==> src/rtl/seg_display_mux.sv <==
`default_nettype none
// ============================================================================
// Module   : seg_display_mux
// Purpose  : Time-multiplexed 4-digit seven-segment driver. Captures the four
//            BCD digits once per scan frame, decodes them to active-low
//            segments, and drives one active-low anode per slot with optional
//            per-digit blinking for adjust mode.
// Revision : 1.0 - initial release
// ============================================================================
module seg_display_mux #(
  parameter int unsigned REFRESH_DIV = 100000,   // clock cycles per digit slot
  parameter int unsigned BLINK_DIV   = 25000000  // clock cycles per blink phase
) (
  input  logic       clk_100mhz,
  input  logic       rst,
  input  logic [3:0] digit0,
  input  logic [3:0] digit1,
  input  logic [3:0] digit2,
  input  logic [3:0] digit3,
  input  logic       blink_en,
  input  logic [3:0] blink_mask,
  output logic       CA,
  output logic       CB,
  output logic       CC,
  output logic       CD,
  output logic       CE,
  output logic       CF,
  output logic       CG,
  output logic       AN0,
  output logic       AN1,
  output logic       AN2,
  output logic       AN3
);

  localparam int unsigned c_refresh_w = (REFRESH_DIV > 1) ? $clog2(REFRESH_DIV) : 1;
  localparam int unsigned c_blink_w   = (BLINK_DIV > 1)   ? $clog2(BLINK_DIV)   : 1;
  localparam logic [c_refresh_w-1:0] c_refresh_last = c_refresh_w'(REFRESH_DIV - 1);
  localparam logic [c_blink_w-1:0]   c_blink_last   = c_blink_w'(BLINK_DIV - 1);

  logic [c_refresh_w-1:0] refresh_cnt_q, refresh_cnt_d;
  logic [1:0]             scan_idx_q, scan_idx_d;
  logic [c_blink_w-1:0]   blink_cnt_q, blink_cnt_d;
  logic                   blink_phase_q, blink_phase_d;
  logic [3:0]             shadow_q [4];
  logic [3:0]             shadow_d [4];
  logic                   load_pending_q;
  logic [3:0]             an_q, an_d;
  logic [6:0]             seg_q, seg_d;

  logic tick;
  logic blink_wrap;
  logic capture;
  logic blank;

  // BCD to {a,b,c,d,e,f,g}, 0 = segment lit; non-BCD codes show nothing
  function automatic logic [6:0] bcd_to_seg(input logic [3:0] bcd);
    case (bcd)
      4'd0:    bcd_to_seg = 7'b0000001;
      4'd1:    bcd_to_seg = 7'b1001111;
      4'd2:    bcd_to_seg = 7'b0010010;
      4'd3:    bcd_to_seg = 7'b0000110;
      4'd4:    bcd_to_seg = 7'b1001100;
      4'd5:    bcd_to_seg = 7'b0100100;
      4'd6:    bcd_to_seg = 7'b0100000;
      4'd7:    bcd_to_seg = 7'b0001111;
      4'd8:    bcd_to_seg = 7'b0000000;
      4'd9:    bcd_to_seg = 7'b0000100;
      default: bcd_to_seg = 7'b1111111;
    endcase
  endfunction

  // Slot timing, scan position, free-running blink phase and frame capture
  always_comb begin
    tick          = (refresh_cnt_q == c_refresh_last);
    blink_wrap    = (blink_cnt_q == c_blink_last);
    refresh_cnt_d = tick ? '0 : refresh_cnt_q + 1'b1;
    scan_idx_d    = tick ? scan_idx_q + 2'd1 : scan_idx_q;
    blink_cnt_d   = blink_wrap ? '0 : blink_cnt_q + 1'b1;
    blink_phase_d = blink_wrap ? ~blink_phase_q : blink_phase_q;
    // Digits are only sampled at the end of the last slot of a frame (or right
    // after reset) so a frame never mixes old and new values.
    capture       = (tick && (scan_idx_q == 2'd3)) || load_pending_q;
    shadow_d[0]   = capture ? digit0 : shadow_q[0];
    shadow_d[1]   = capture ? digit1 : shadow_q[1];
    shadow_d[2]   = capture ? digit2 : shadow_q[2];
    shadow_d[3]   = capture ? digit3 : shadow_q[3];
  end

  // Next output pattern: one anode for the current slot unless that digit blinks off
  always_comb begin
    an_d  = 4'hF;
    blank = blink_en & blink_mask[scan_idx_q] & blink_phase_q;
    if (!blank) begin
      an_d[scan_idx_q] = 1'b0;
    end
    seg_d = bcd_to_seg(shadow_q[scan_idx_q]);
  end

  // State and output registers; reset darkens the display immediately
  always_ff @(posedge clk_100mhz or posedge rst) begin
    if (rst) begin
      refresh_cnt_q  <= '0;
      scan_idx_q     <= 2'd0;
      blink_cnt_q    <= '0;
      blink_phase_q  <= 1'b0;
      shadow_q[0]    <= 4'd0;
      shadow_q[1]    <= 4'd0;
      shadow_q[2]    <= 4'd0;
      shadow_q[3]    <= 4'd0;
      load_pending_q <= 1'b1;
      an_q           <= 4'hF;
      seg_q          <= 7'h7F;
    end else begin
      refresh_cnt_q  <= refresh_cnt_d;
      scan_idx_q     <= scan_idx_d;
      blink_cnt_q    <= blink_cnt_d;
      blink_phase_q  <= blink_phase_d;
      shadow_q[0]    <= shadow_d[0];
      shadow_q[1]    <= shadow_d[1];
      shadow_q[2]    <= shadow_d[2];
      shadow_q[3]    <= shadow_d[3];
      load_pending_q <= 1'b0;
      an_q           <= an_d;
      seg_q          <= seg_d;
    end
  end

  assign {CA, CB, CC, CD, CE, CF, CG} = seg_q;
  assign {AN3, AN2, AN1, AN0}         = an_q;

endmodule
`default_nettype wire

==> config.mk <==
export PLATFORM = sky130hd
export DESIGN_NAME = seg_display_mux
export DESIGN_NICKNAME = d
export VERILOG_FILES = /design/src/rtl/seg_display_mux.sv
export SDC_FILE = /design/constraint.sdc
export NUM_CORES = 1
export LEC_CHECK = 0
export ABC_CLOCK_PERIOD_IN_PS = 3200
export BUFFER_PORTS_ARGS = -buffer_cell sky130_fd_sc_hd__buf_4
export CAP_MARGIN = 20
export CORE_UTILIZATION = 59
export CTS_BUF_LIST = sky130_fd_sc_hd__clkbuf_8 sky130_fd_sc_hd__clkbuf_16
export DETAILED_ROUTE_END_ITERATION = 6
export MAX_ROUTING_LAYER = met4
export PLACE_DENSITY = 0.86
export SLEW_MARGIN = 10
export SYNTH_ARGS = -nofsm -noshare
export SYNTH_HDL_FRONTEND = slang
export SYNTH_SLANG_ARGS = --single-unit
==> constraint.sdc <==
create_clock -name clk_100mhz -period 3.2 [get_ports clk_100mhz]
set_clock_uncertainty 0.15 [all_clocks]
set_input_delay 0.64 -clock clk_100mhz [delete_from_list [all_inputs] [get_ports clk_100mhz]]
set_output_delay 0.64 -clock clk_100mhz [all_outputs]
set_load 0.1 [all_outputs]
==> flow_summary_export.csv, run 1 <==
group,metric,value,unit
setup_path,critPathMaxStageDelay,470,ps
logic_synthesis,ys_ff_latch,73,
placement,gp_congestion,0.863,
logic_synthesis,post_synth.cell_area_avg,11.6,um^2
setup_path,r2r_slack,630,ps
placement,dpl.hpwl,4420,um
placement,io_buffers,33,
pwr,peakVddDrop,400,uV
placement,place_ws,635,ps
timing,final_max_slew_viol_count,0,
drt,drtPass1Iterations,5,
logic_synthesis,ys_types,39,
setup_path,start_kind,"register",
pwr,power_density,507,nW/um^2
finish,syn2layout_area_growth,15.3,%
logic_synthesis,ys.flop_type,"dfrtp_1",
logic_synthesis,synthArstFlopShare,1.00,
clocking,root_buffer,"clkbuf_8",
finish,insertedDiodeCount,0,
logic_synthesis,yosysSeqAreaShare,0.532,
clocking,cts_buffer_depth,2,
run,cap_violations,0,
logic_synthesis,syn-num-nets,333,
die,die_w,78.6,um
clocking,cts_tree,"built",
setup_path,worstPathCellList,"ha_1 > or4b_1 > nor4_2 > a41oi_4 > mux2_4",
global_routing,first_global_vias,2462,
clocking,cts.sinks,73,
setup_path,worstPathArrival,2650,ps
die,pin_count,34,
timing,period_needed,2570,ps
timing,holdWs,205,ps
setup_path,r2r_cells,5,
die,rows,27,
logic_synthesis,syn_inst,298,
drt,drtIter0Drc,235,
global_routing,grt_overflow,0,
min_path,hold_path_class,"in2async",
setup_path,cp-endpoint,"shadow_q[8]",
setup_path,critPathLaunch,"refresh_cnt_q[0]",
die,start_util,0.621,
clocking,clkTransAtPathRegs,80,ps
clocking,cts_setup_buffers,0,
clocking,cts_made_buffers,9,
pwr,power.leakage,1.78,nW
clocking,clkLatencyLatePin,350,ps
global_routing,antenna_found_initial,0,
drt,avgViaCountPerCell,5.84,
clocking,htree_levels,3,
die,dieArea,6170,um^2
drt,drt-wirelength-per-cell,16.0,um
timing,hold_viol_final,0,
setup_path,worstPathRequired,3280,ps
setup_path,worstPathMaxFanout,16,
placement,place_inst,395,
setup_path,r2r-start,"refresh_cnt_q[0]",
timing,setup_slack,629,ps
logic_synthesis,yosysWarnings,0,
global_routing,grt_start_max_net_pins,48,
timing,setup_violations,0,
clocking,postCtsHoldBufs,0,
timing,max-slew-margin-rel,0.510,
timing,fmax,389,MHz
global_routing,grt_first_pass_wirelength,11300,um
placement,dpl_cell_area,3780,um^2
drt,drc_errors,0,
finish,fin_area,3990,um^2
die,coreArea,5570,um^2
timing,worst_pin_slew,733,ps
finish,instances_no_fill,411,
finish,final_cell_mix,"dfrtp_1 (61), buf_4 (34), nor2_1 (26)",
drt,routed_wl,6590,um
finish,drive_gt1_frac,0.257,
timing,fin_setup_tns,0,ps
timing,min_period_over_period,0.803,
setup_path,path_class,"reg2reg",
setup_path,crit_path_top_delay_cell,"or4b_1",
finish,nNetsFinal,369,
setup_path,rr_endpoint,"shadow_q[8]",
drt,ant_nets,0,
run_status,status,"finished clean",
logic_synthesis,synth_edf_count,0,
setup_path,setup.worst_path.end_class,"register",
finish,final_common_cell,"dfrtp_1",
drt,via_count,2401,
global_routing,grtUsageTotal,0.255,
timing,rsz0062_at_grt,"false",
die,fp.dieH,78.6,um
clocking,postCtsResizedCells,0,
logic_synthesis,syn_area,3460,um^2
==> cells in the mapped netlist (2+ instances only) <==
master / number / area, um^2
dfrtp_1: 61 / 1530
nor2_1: 26 / 97.6
nand2_1: 23 / 86.3
xnor2_1: 17 / 149
nand3_1: 16 / 80.1
xor2_1: 16 / 140
dfstp_2: 12 / 315
ha_1: 12 / 150
inv_1: 11 / 41.3
nand4_1: 11 / 68.8
mux2_4: 10 / 150
a21oi_1: 9 / 45.0
o21ai_0: 9 / 45.0
clkbuf_1: 8 / 30.0
and4_1: 6 / 52.6
mux2_2: 6 / 67.6
or3_1: 5 / 31.3
mux2i_1: 4 / 40.0
mux4_2: 4 / 90.1
nor3_1: 4 / 20.0
and3_1: 3 / 18.8
nor2b_1: 3 / 18.8
nor4_1: 3 / 18.8
nand2b_1: 2 / 12.5
o311ai_0: 2 / 17.5
o41ai_1: 2 / 17.5
==> critical path: cells and delay by family (launching register included) <==
kind	cells	cell delay, ps
adders and majority gates	1	260
muxes	1	420
AOI/OAI and AO/OA	1	390
DFF	1	420
and+or+nand+nor	2	800
==> layout make-up <==
class	count	area [um^2]
flip-flops and latches	73	1840
well taps	72	90.1
fillers	373	1580
repair buffers	35	275
clock buffers	9	124
inverters	11	41.3
clock inverters	7	87.6
multi-input cells	204	1530
==> registers in the layout, summed over array words and instances, names as in the netlist <==
register / count
an_q: 4
blink_cnt_q: 25
blink_phase_q: 1
load_pending_q: 1
refresh_cnt_q: 17
scan_idx_q: 2
seg_q: 7
shadow_q: 16
==> where the power goes <==
part / total (mW) / leakage [nW] / switching [mW] / internal [mW]
sequential: 0.987 / 0.913 / 0.0173 / 0.969
combinational: 0.269 / 0.756 / 0.183 / 0.0862
clock: 0.769 / 0.114 / 0.336 / 0.433
total: 2.02 / 1.78 / 0.536 / 1.49
==> cells by family (layout without fill, tap and decap cells) <==
kind of cell / after synthesis / in the layout / share of synthesized area
xor+xnor: 33 / 33 / 0.0835
compound gates: 24 / 24 / 0.0459
buf+inv: 21 / 62 / 0.0253
simple gates: 110 / 110 / 0.168
mux: 24 / 24 / 0.101
fa+ha+maj: 12 / 12 / 0.0434
flops: 73 / 73 / 0.532
other cells: 1 / 1 / 0.00108
==> per-stage QoR <==
stage | power, mW | util
floorplan | 1.20 | -
global route | 2.09 | 0.716
CTS | 2.04 | 0.716
global placement | 1.26 | 0.678
detailed placement | 1.27 | 0.678
finish | 2.02 | 0.716
==> worst min-delay path by stage <==
stage / start / end / slack (ps) / cells after the start
6_report: rst / shadow_q[1] / 210 / 2
3_5_place_dp: blink_phase_q / blink_phase_q / 310 / 1
5_1_grt: rst / shadow_q[6] / 250 / 2
3_3_place_gp: refresh_cnt_q[4] / refresh_cnt_q[4] / 310 / 1
4_1_cts: rst / shadow_q[6] / 210 / 2
2_1_floorplan: refresh_cnt_q[4] / refresh_cnt_q[4] / 290 / 1
==> metal layers <==
metal | up-vias | track usage | wire length, um
li1 | 1112 | - | -
met1 | 1203 | 0.312 | 2820
met2 | 73 | 0.388 | 3270
met3 | 13 | 0.0663 | 332
met4 | 0 | 0.139 | 158
met5 | - | - | 0
No activity file was read; power rests on OpenSTA's default activity.
==> run 2: changes to the inputs <==
--- a/config.mk
+++ b/config.mk
@@ -5,14 +5,14 @@
 export SDC_FILE = /design/constraint.sdc
 export NUM_CORES = 1
 export LEC_CHECK = 0
-export ABC_CLOCK_PERIOD_IN_PS = 3200
+export ABC_CLOCK_PERIOD_IN_PS = 2100
 export BUFFER_PORTS_ARGS = -buffer_cell sky130_fd_sc_hd__buf_4
 export CAP_MARGIN = 20
-export CORE_UTILIZATION = 59
+export CORE_UTILIZATION = 53
 export CTS_BUF_LIST = sky130_fd_sc_hd__clkbuf_8 sky130_fd_sc_hd__clkbuf_16
 export DETAILED_ROUTE_END_ITERATION = 6
 export MAX_ROUTING_LAYER = met4
-export PLACE_DENSITY = 0.86
+export PLACE_DENSITY = 0.82
 export SLEW_MARGIN = 10
 export SYNTH_ARGS = -nofsm -noshare
 export SYNTH_HDL_FRONTEND = slang
==> constraint.sdc (replaced) <==
create_clock -name clk_100mhz -period 2.1 [get_ports clk_100mhz]
set_clock_uncertainty 0.15 [all_clocks]
set_input_delay 0.42 -clock clk_100mhz [delete_from_list [all_inputs] [get_ports clk_100mhz]]
set_output_delay 0.42 -clock clk_100mhz [all_outputs]
set_load 0.1 [all_outputs]
==> run 2 against run 1 <==
Against the previous run: the flow now finishes with violations (negative setup slack); global-route usage fell by 2.4 points; maximum frequency increased by 22%; sequential cell count stayed put; via count decreased by 0.71%; largest power group unchanged; highest routed layer unchanged.
==> flow_summary_export.csv, run 2 (same netlist as run 1, synthesis figures left out) <==
group,metric,value,unit
run_status,status,"complete, but fails checks",
pwr,p_switching,0.814,mW
pwr,pwr-share-clk,0.406,
clocking,cts_made_buffers,9,
setup_path,path_class,"reg2reg",
die,start_util,0.548,
drt,drtPass1Iterations,4,
setup_path,worstPathMaxFanout,16,
finish,largestRegisters,"blink_cnt_q: 25 flops, refresh_cnt_q: 17 flops, shadow_q: 16 flops",
clocking,clkTransAtPathRegs,70,ps
pwr,comb_power_share,0.131,
drt,via_count,2384,
clocking,cts_buffer_depth,2,
timing,min_period_over_period,1.00,
global_routing,antenna_found_initial,0,
placement,dpl.hpwl,4670,um
finish,largest_reg_flops,25,
die,fp.dieH,82.8,um
global_routing,grt_overflow,0,
finish,drive_gt1_frac,0.301,
timing,period_needed,2110,ps
placement,place_ws,2.04,ps
timing,rsz0062_at_grt,"true",
die,die_w,82.8,um
die,rows,29,
timing,final_max_slew_viol_count,0,
clocking,cts_tree,"built",
run_status,violations,"negative setup slack",
timing,fmax,475,MHz
placement,gp_congestion,0.802,
timing,setup_slack,-6.78,ps
global_routing,grt_start_max_net_pins,74,
setup_path,worstPathArrival,2180,ps
timing,hold_viol_final,0,
setup_path,start_kind,"register",
drt,ant_nets,0,
clocking,root_buffer,"clkbuf_8",
finish,insertedDiodeCount,0,
placement,io_buffers,33,
run,cap_violations,0,
pwr,p_total,3.25,mW
drt,avgViaCountPerCell,5.56,
drt,routed_wl,6660,um
clocking,postCtsHoldBufs,0,
pwr,power_density,779,nW/um^2
finish,final_cell_mix,"dfrtp_1 (60), buf_4 (46), nor2_1 (26)",
min_path,hold_path_class,"in2async",
timing,setup_violations,1,
global_routing,first_global_vias,2454,
global_routing,grt_first_pass_wirelength,11100,um
timing,fin_setup_tns,-6.78,ps
setup_path,worstPathRequired,2180,ps
finish,syn2layout_area_growth,20.4,%
setup_path,setup.worst_path.end_class,"register",
clocking,cts.sinks,73,
global_routing,grtUsageTotal,0.231,
die,pin_count,34,
pwr,power.internal,2.43,mW
drt,drc_errors,0,
drt,drtIter0Drc,126,
pwr,peakVddDrop,635,uV
die,coreArea,6310,um^2
pwr,power.leakage,1.86,nW
clocking,clkLatencyLatePin,340,ps
clocking,htree_levels,3,
pwr,p_seq_frac,0.463,
drt,drt-wirelength-per-cell,15.5,um
finish,final_common_cell,"dfrtp_1",
die,dieArea,6850,um^2
finish,top_register,"blink_cnt_q",
pwr,p_sw_frac,0.251,
finish,nNetsFinal,382,
[run 2: cell count changes in the layout (fill, tap and decap cells not counted), sizes merged]
cell / delta
clkinvlp: +2
buf: +13
inv: -1
bufinv: +1
clkbuf: +1
clkinv: -3
[run 2: final timing paths]
| check | start | slack [ps] | end | cells after the start |
|---|---|---|---|---|
| setup / recovery | refresh_cnt_q[1] | -7 | shadow_q[1] | 6 |
| hold / removal | rst | 20 | blink_cnt_q[3] | 3 |
| setup reg to reg | refresh_cnt_q[1] | -7 | shadow_q[1] | 6 |
| hold reg to reg | refresh_cnt_q[4] | 330 | refresh_cnt_q[4] | 1 |
| max in group asynchronous | rst | 1440 | an_q[0] | 3 |
| min in group clk_100mhz | digit2[1] | 150 | shadow_q[5] | 2 |
[run 2: metal layers]
layer,vias to the layer above,share of wire,global-route usage
met5,-,0,-
met4,0,0.013,0.0793
met3,9,0.039,0.0689
met2,46,0.52,0.383
met1,1193,0.43,0.269
li1,1136,-,-
[run 2: final cells by class]
type / instances / area (um^2)
Clock buffer: 10 / 138
Clock inverter: 6 / 106
Fill cell: 427 / 2150
Inverter: 11 / 45.0
Multi-Input combinational cell: 204 / 1550
Sequential cell: 73 / 1840
Tap cell: 77 / 96.3
Timing Repair Buffer: 48 / 385
[run 2: stage by stage]
| step | hold slack [ps] | util | instance area [um^2] | instances |
|---|---|---|---|---|
| final | 15.7 | 0.660 | 4170 | 429 |
| after detailed placement | 313 | 0.619 | 3910 | 412 |
| after global routing | 49.8 | 0.660 | 4170 | 429 |
| after global placement | 306 | 0.619 | 3910 | 412 |
| after floorplan | 289 | - | 3480 | 298 |
| after CTS | 29.8 | 0.658 | 4150 | 428 |
[run 2: power by group through the flow]
| stage | Sequential (mW) | Clock [mW] | Combinational (mW) |
|---|---|---|---|
| floorplan | 1.70 | 0 | 0.137 |
| global placement | 1.53 | 0 | 0.411 |
| detailed placement | 1.53 | 0 | 0.421 |
| CTS | 1.50 | 1.34 | 0.425 |
| global route | 1.51 | 1.39 | 0.449 |
| finish | 1.50 | 1.32 | 0.424 |
[run 2: what timing repair did]
action	in CTS	in global routing
resized for setup	1	3
endpoints found under the setup margin	14	22
buffers inserted	0	1
[run 2: critical path, stage by stage (launching register included)]
cell and delay (ps):
dfrtp_1 360, ha_2 190, or4b_4 470, nor4_4 190
a41oi_4 150, buf_12 190, mux2_4 300
